<file path="config.mk">
export PLATFORM = sky130hd
export DESIGN_NAME = noc_pe_interface
export DESIGN_NICKNAME = d
export VERILOG_FILES = /design/src/rtl/noc_pe_interface.sv
export SDC_FILE = /design/constraint.sdc
export NUM_CORES = 1
export LEC_CHECK = 0
export CORE_ASPECT_RATIO = 0.9
export CORE_MARGIN = 2
export CORE_UTILIZATION = 55
export CTS_CLUSTER_DIAMETER = 50
export DETAILED_ROUTE_END_ITERATION = 10
export PLACE_DENSITY = 0.83
export SLEW_MARGIN = 15
export SYNTH_ARGS = -nofsm -noshare
export SYNTH_HDL_FRONTEND = slang
export SYNTH_SLANG_ARGS = --single-unit
</file>
<file path="constraint.sdc">
create_clock -name clk -period 5.86 [get_ports clk]
set_input_delay 1.172 -clock clk [delete_from_list [all_inputs] [get_ports clk]]
set_output_delay 1.172 -clock clk [all_outputs]
set_load 0.02 [all_outputs]
</file>
<file path="src/rtl/noc_pe_interface.sv">
`default_nettype none
// ============================================================================
// Module   : noc_pe_interface
// Brief    : PE-side mesh interface. TX FIFO injects packed flits into the
//            switch; RX FIFO captures non-stallable ejected flits for the PE.
// Revision : 1.0
// ============================================================================
module noc_pe_interface #(
  parameter int x_coord     = 0,
  parameter int y_coord     = 0,
  parameter int data_width  = 32,
  parameter int x_size      = 1,
  parameter int y_size      = 1,
  parameter int total_width = x_size + y_size + data_width,
  parameter int TX_DEPTH    = 4,
  parameter int RX_DEPTH    = 4
) (
  input  logic                   clk,
  input  logic                   rst,
  input  logic                   i_pe_valid,
  output logic                   o_pe_ready,
  input  logic [x_size-1:0]      i_pe_dest_x,
  input  logic [y_size-1:0]      i_pe_dest_y,
  input  logic [data_width-1:0]  i_pe_data,
  output logic                   o_sw_valid,
  input  logic                   i_sw_ready,
  output logic [total_width-1:0] o_sw_data,
  input  logic                   i_sw_valid,
  input  logic [total_width-1:0] i_sw_data,
  output logic                   o_rx_valid,
  input  logic                   i_rx_ready,
  output logic [data_width-1:0]  o_rx_data,
  output logic                   o_rx_src_ok,
  output logic [15:0]            o_drop_cnt,
  output logic [15:0]            o_tx_cnt
);

  localparam int TX_AW = $clog2(TX_DEPTH);
  localparam int RX_AW = $clog2(RX_DEPTH);
  localparam int C_ADDR_W = x_size + y_size;
  localparam logic [C_ADDR_W-1:0] C_OWN_ADDR = {y_coord[y_size-1:0], x_coord[x_size-1:0]};
  localparam logic [TX_AW:0] C_TX_ONE = {{TX_AW{1'b0}}, 1'b1};
  localparam logic [RX_AW:0] C_RX_ONE = {{RX_AW{1'b0}}, 1'b1};

  // ---------------- TX path ----------------
  logic [total_width-1:0] tx_mem_q [TX_DEPTH];
  logic [TX_AW:0]         tx_wr_q, tx_wr_d, tx_rd_q, tx_rd_d;
  logic                   tx_rdy_q, tx_rdy_d;
  logic [15:0]            tx_cnt_q;
  logic                   w_tx_empty, w_tx_push, w_tx_pop;

  assign w_tx_empty = (tx_wr_q == tx_rd_q);
  assign w_tx_push  = i_pe_valid & tx_rdy_q;
  assign w_tx_pop   = ~w_tx_empty & i_sw_ready;

  // Ready is registered from the post-update occupancy, so a pop from full
  // only reopens the input on the following cycle.
  always_comb begin
    tx_wr_d  = tx_wr_q;
    tx_rd_d  = tx_rd_q;
    if (w_tx_push) tx_wr_d = tx_wr_q + C_TX_ONE;
    if (w_tx_pop)  tx_rd_d = tx_rd_q + C_TX_ONE;
    tx_rdy_d = ~((tx_wr_d[TX_AW] != tx_rd_d[TX_AW]) &&
                 (tx_wr_d[TX_AW-1:0] == tx_rd_d[TX_AW-1:0]));
  end

  always_ff @(posedge clk) begin
    if (rst) begin
      tx_wr_q  <= '0;
      tx_rd_q  <= '0;
      tx_rdy_q <= 1'b1;
      tx_cnt_q <= 16'd0;
    end else begin
      tx_wr_q  <= tx_wr_d;
      tx_rd_q  <= tx_rd_d;
      tx_rdy_q <= tx_rdy_d;
      if (w_tx_pop) tx_cnt_q <= tx_cnt_q + 16'd1;
    end
  end

  always_ff @(posedge clk) begin
    if (!rst && w_tx_push)
      tx_mem_q[tx_wr_q[TX_AW-1:0]] <= {i_pe_data, i_pe_dest_y, i_pe_dest_x};
  end

  assign o_pe_ready = tx_rdy_q;
  assign o_sw_valid = ~w_tx_empty;
  assign o_sw_data  = tx_mem_q[tx_rd_q[TX_AW-1:0]];
  assign o_tx_cnt   = tx_cnt_q;

  // ---------------- RX path ----------------
  logic [total_width-1:0] rx_mem_q [RX_DEPTH];
  logic [RX_AW:0]         rx_wr_q, rx_rd_q;
  logic [15:0]            drop_q;
  logic                   w_rx_empty, w_rx_full, w_rx_pop, w_rx_push, w_rx_drop;
  logic [total_width-1:0] w_rx_head;

  assign w_rx_empty = (rx_wr_q == rx_rd_q);
  assign w_rx_full  = (rx_wr_q[RX_AW] != rx_rd_q[RX_AW]) &&
                      (rx_wr_q[RX_AW-1:0] == rx_rd_q[RX_AW-1:0]);
  assign w_rx_pop   = ~w_rx_empty & i_rx_ready;
  // A full FIFO still takes the flit when the head leaves in the same cycle.
  assign w_rx_push  = i_sw_valid & (~w_rx_full | w_rx_pop);
  assign w_rx_drop  = i_sw_valid & w_rx_full & ~w_rx_pop;

  always_ff @(posedge clk) begin
    if (rst) begin
      rx_wr_q <= '0;
      rx_rd_q <= '0;
      drop_q  <= 16'd0;
    end else begin
      if (w_rx_push) rx_wr_q <= rx_wr_q + C_RX_ONE;
      if (w_rx_pop)  rx_rd_q <= rx_rd_q + C_RX_ONE;
      if (w_rx_drop && drop_q != 16'hFFFF) drop_q <= drop_q + 16'd1;
    end
  end

  always_ff @(posedge clk) begin
    if (!rst && w_rx_push)
      rx_mem_q[rx_wr_q[RX_AW-1:0]] <= i_sw_data;
  end

  assign w_rx_head   = rx_mem_q[rx_rd_q[RX_AW-1:0]];
  assign o_rx_valid  = ~w_rx_empty;
  assign o_rx_data   = w_rx_head[total_width-1 -: data_width];
  assign o_rx_src_ok = (w_rx_head[C_ADDR_W-1:0] == C_OWN_ADDR);
  assign o_drop_cnt  = drop_q;

endmodule
`default_nettype wire
</file>
; ---- Word level (Yosys, flattened, before mapping)
; Memories as Yosys holds them, arrays and structs flattened. A register that Yosys moved wholly into a read port is not among the register bits.
; Cells that the tools add are included.
[word_totals]
input_bits = 74
n_memories = 2
ff_bits = 45
word_cells = 50
ram_bits = 272
[classes]
reduce_logical = 7
muxes = 9
n_bitwise = 12
n_eq_ne = 7
addsub = 6
[memory_table]
columns = memory, depth, width, rd, rd_clocked_by_memory_dff, wr, line_no
row1 = rx_mem_q, 4, 34, 1, 1, 1, 92  ; logic [total_width-1:0] rx_mem_q [RX_DEPTH];
row2 = tx_mem_q, 4, 34, 1, 1, 1, 46  ; logic [total_width-1:0] tx_mem_q [TX_DEPTH];
[ops]
columns = op, count
row1 = $add A16 B1 Y16 const B, 2
row2 = $ne A16 B16 Y1 const B, 1
row3 = $add A3 B1 Y3 const B, 4
row4 = $and A1 B1 Y1, 6
row5 = $eq A3 B3 Y1, 2
row6 = $mux W2, 3
row7 = $mux W3, 2
row8 = $logic_and A1 B1 Y1, 5
row9 = $not A1 Y1, 5
row10 = $eq A2 B2 Y1, 2
row11 = $mux W1, 4
row12 = $logic_not A2 Y1, 1
row13 = $ne A1 B1 Y1, 2
row14 = $logic_not A1 Y1, 1
row15 = $or A1 B1 Y1, 1

; ---- Longest topological paths before layout
[logic_depth]
ltp_word = 8
mapped_depth = 6
ltp_nobuf = 5

; ---- Worst setup path after synthesis
; No wires, ideal clock.
[synth_timing]
path_kind = input-to-reg
start = input i_sw_valid
end = memory rx_mem_q[3][0] (netlist bit), enable pin
stages = 3
setup_slack_ps = 1582
arrival_ps = 3810
path_cell_list = inv_1 -> a41o_1 -> nor3_1
[synth_via]
elab_chain_cells = 4
[synth_lines]
columns = item, line_no
row1 = start: declaration, 28  ; input logic i_sw_valid,
row2 = $and A1 B1 Y1, 103  ; assign w_rx_push = i_sw_valid & (~w_rx_full | w_rx_pop);
row3 = $logic_and A1 B1 Y1, 119  ; if (!rst && w_rx_push)
row4 = $mux W1, 119
row5 = $mux W1 (not written as such), 120  ; rx_mem_q[rx_wr_q[RX_AW-1:0]] <= i_sw_data;
row6 = end: declaration, 92
; Every way passes these cells.

==> flow_summary.toml <==
[run_status]
status = "completed"

[timing]
fmax_mhz = 238.7
min_period_ns = 4.189
finClkSkew_ns = 0.01078
fin_setup_tns_ns = 0
relSlewSlack_pct = 22.42
rsz0062_at_grt = "no"
worst_pin_slew_ns = 1.154
finalSetupViolCount = 0
finalCritPeriodShare_pct = 71.48
hold_viol = 0
maxSlewViolCount = 0

[logic_synthesis]
ys_async_sr_fraction_pct = 0
syn_inst = 659
syn_area_um2 = 12470
synth_flop_cell = "edfxtp_1"
postSynthAreaPerCell_um2 = 18.92
ys_seq_area_share_pct = 73.06
synth_warnings = 0
ys_seq_elements = 319
synth_cell_types = 51
synth-edff-count = 272
synth_fp_nets = 745

[pwr]
swShare_pct = 23.65
ir_worst_vdd_v = 0.0002856
p_switching_uw = 1320
p_int_uw = 4263
leakage_uw = 0.005079
clkPwrFrac_pct = 38.3
power_density_nw_per_um2 = 356.1
finalPower_uw = 5583
comb_power_share_pct = 14.9
seqPwrFrac_pct = 46.8

[routing]
ant_nets = 0
drc = 0
wl_um = 23970
drt_iter0_drc = 625
routedWlPerCell_um = 20.33
via_count = 6672
dr.pass1.iters = 8
vias_per_cell = 5.659

[global_routing]
grt_pass1_vias = 6768
grtUsageTotal_pct = 20.12
overflow = 0
antenna_found_initial = 1
grt_max_degree = 39
grt_pass1_wl_um = 37320

[critical_path]
rr_endpoint = "o_tx_cnt[6]"
worst-r2r-setup-slack_ns = 3.18
crit_arrival_ns = 3.02
r2r_start = "tx_rd_q[1]"
endpoint = "o_sw_data[18]"
worstPathRequired_ns = 4.69
critPathLaunch = "tx_rd_q[0]"
timing.critical_path.from_type = "flip-flop"
reg2regPathDepth = 4
path_class = "reg2out"
critPathMaxFanout = 23
end_kind = "primary output"

[placed_design]
dp_cells = 1116
io_buffers = 175
hpwl_um = 14390
gp_congestion = 0.7748
place_area_um2 = 14540

[cells_and_area]
drive_above_1_share_pct = 18.27
layout_common_cells = "272 x edfxtp_1, 174 x clkdlybuf4s50_1, 66 x mux4_2, 44 x dfxtp_1, 37 x clkbuf_16"
fin_area_um2 = 15680
final_common_cell = "edfxtp_1"
areaGrowthSynthToFinish_pct = 25.77
fin_nets = 942
final_cells = 1179

[floorplanning]
die_area_um2 = 23890
io-pin-count = 176
die_width_um = 162.7
start_util_pct = 55.70
die_h_um = 146.8
fp.coreArea_um2 = 22380
rows = 52

[cts]
hold_buffers = 0
path_clk_slew_ns = 0.06
cts_setup_buffers = 0
clock_latency_ns = 0.50
cts_buffer_depth = 3
clockRootBuffer = "clkbuf_16"
htreeDepth = 2
numCtsBuffers = 35
clock_sinks = 319
cts_resized = 0
cts_tree = "built"

[flow_run]
max-cap-violations = 0

[hold_path]
hold_depth = 2
hp-class = "reg2reg"
==> critical path, stage by stage, from the launching register on <==
cell             delay [ns]
dfxtp_2                0.90
buf_4                  0.45
mux4_2                 0.55
clkdlybuf4s50_1        0.60
==> through the flow <==
stage | hold WS (ns) | utilization (%) | worst slack, ns
final | 0.5044 | 70.06 | 1.671
after global routing | 0.5241 | 70.05 | 1.466
after CTS | 0.5051 | 70.05 | 1.573
after detailed placement | 0.4936 | 64.95 | 2.114
after global placement | 0.4756 | 64.95 | 2.172
after floorplan | 0.4876 | - | 1.582
==> how the worst min path moves through the flow <==
stage | start | endpoint | slack, ns
floorplan | rx_wr_q[2] | rx_wr_q[2] | 0.49
global placement | o_tx_cnt[14] | o_tx_cnt[14] | 0.48
detailed placement | o_tx_cnt[14] | o_tx_cnt[14] | 0.49
CTS | o_drop_cnt[5] | o_drop_cnt[5] | 0.51
global route | o_tx_cnt[14] | o_tx_cnt[14] | 0.52
finish | o_drop_cnt[5] | o_drop_cnt[5] | 0.50
==> final cells by class <==
cell class | instances | area (um^2)
Antenna cell | 1 | 2.502
Timing Repair Buffer | 188 | 1844
Fill cell | 1447 | 6701
Tap cell | 297 | 371.6
Multi-Input combinational cell | 298 | 3156
Inverter | 14 | 52.55
Clock inverter | 24 | 211.5
Sequential cell | 319 | 9112
Clock buffer | 38 | 929.6
==> Yosys cell counts (8+ instances only) <==
cell / count / area, um^2
or4_1: 9 / 67.56
nand3_1: 10 / 50.05
and2_1: 9 / 56.30
nor2_1: 32 / 120.1
nand4_1: 10 / 62.56
o31ai_1: 12 / 90.09
inv_1: 14 / 52.55
clkbuf_1: 13 / 48.80
or3_1: 9 / 56.30
dfxtp_1: 47 / 940.9
nor2b_1: 12 / 75.07
a21oi_1: 20 / 100.1
mux2_2: 12 / 135.1
edfxtp_1: 272 / 8168
buf_2: 9 / 45.04
o21ai_0: 8 / 40.04
mux4_2: 66 / 1486
nand2_1: 12 / 45.04
xor2_1: 10 / 87.58
ha_1: 12 / 150.1
==> sequential cells by signal, indices dropped and copies added, names as in the netlist, named ones only <==
register and flops:
o_drop_cnt 16, rx_mem_q 136, rx_wr_q 3, tx_mem_q 136, o_pe_ready 1, tx_rd_q 3
rx_rd_q 3, o_tx_cnt 16, tx_wr_q 3
==> power groups by stage <==
stage               Clock, uW  Combinational [uW]  Sequential, uW
floorplan                   0                 529            2610
global placement            0                 824            2660
detailed placement          0                 838            2660
CTS                      2180                 844            2620
global route             2270                 885            2630
finish                   2140                 833            2610
==> logic make-up after synthesis <==
family / synth area share, %
XOR/XNOR: 1.857
flip-flops: 73.06
buffers and inverters: 1.666
AO/OA/AOI/OAI: 3.372
multiplexers: 13.25
AND/OR/NAND/NOR: 5.590
adder cells (fa/ha/maj): 1.204
==> routing by layer <==
layer,up-vias,share of wire [%],GRT usage (%)
li1,3071,-,-
met3,34,8.4,5.957
met2,207,49,32.01
met1,3360,41,27.86
met5,-,0,0
met4,0,1.6,4.735
No activity file was read; power rests on OpenSTA's default activity.
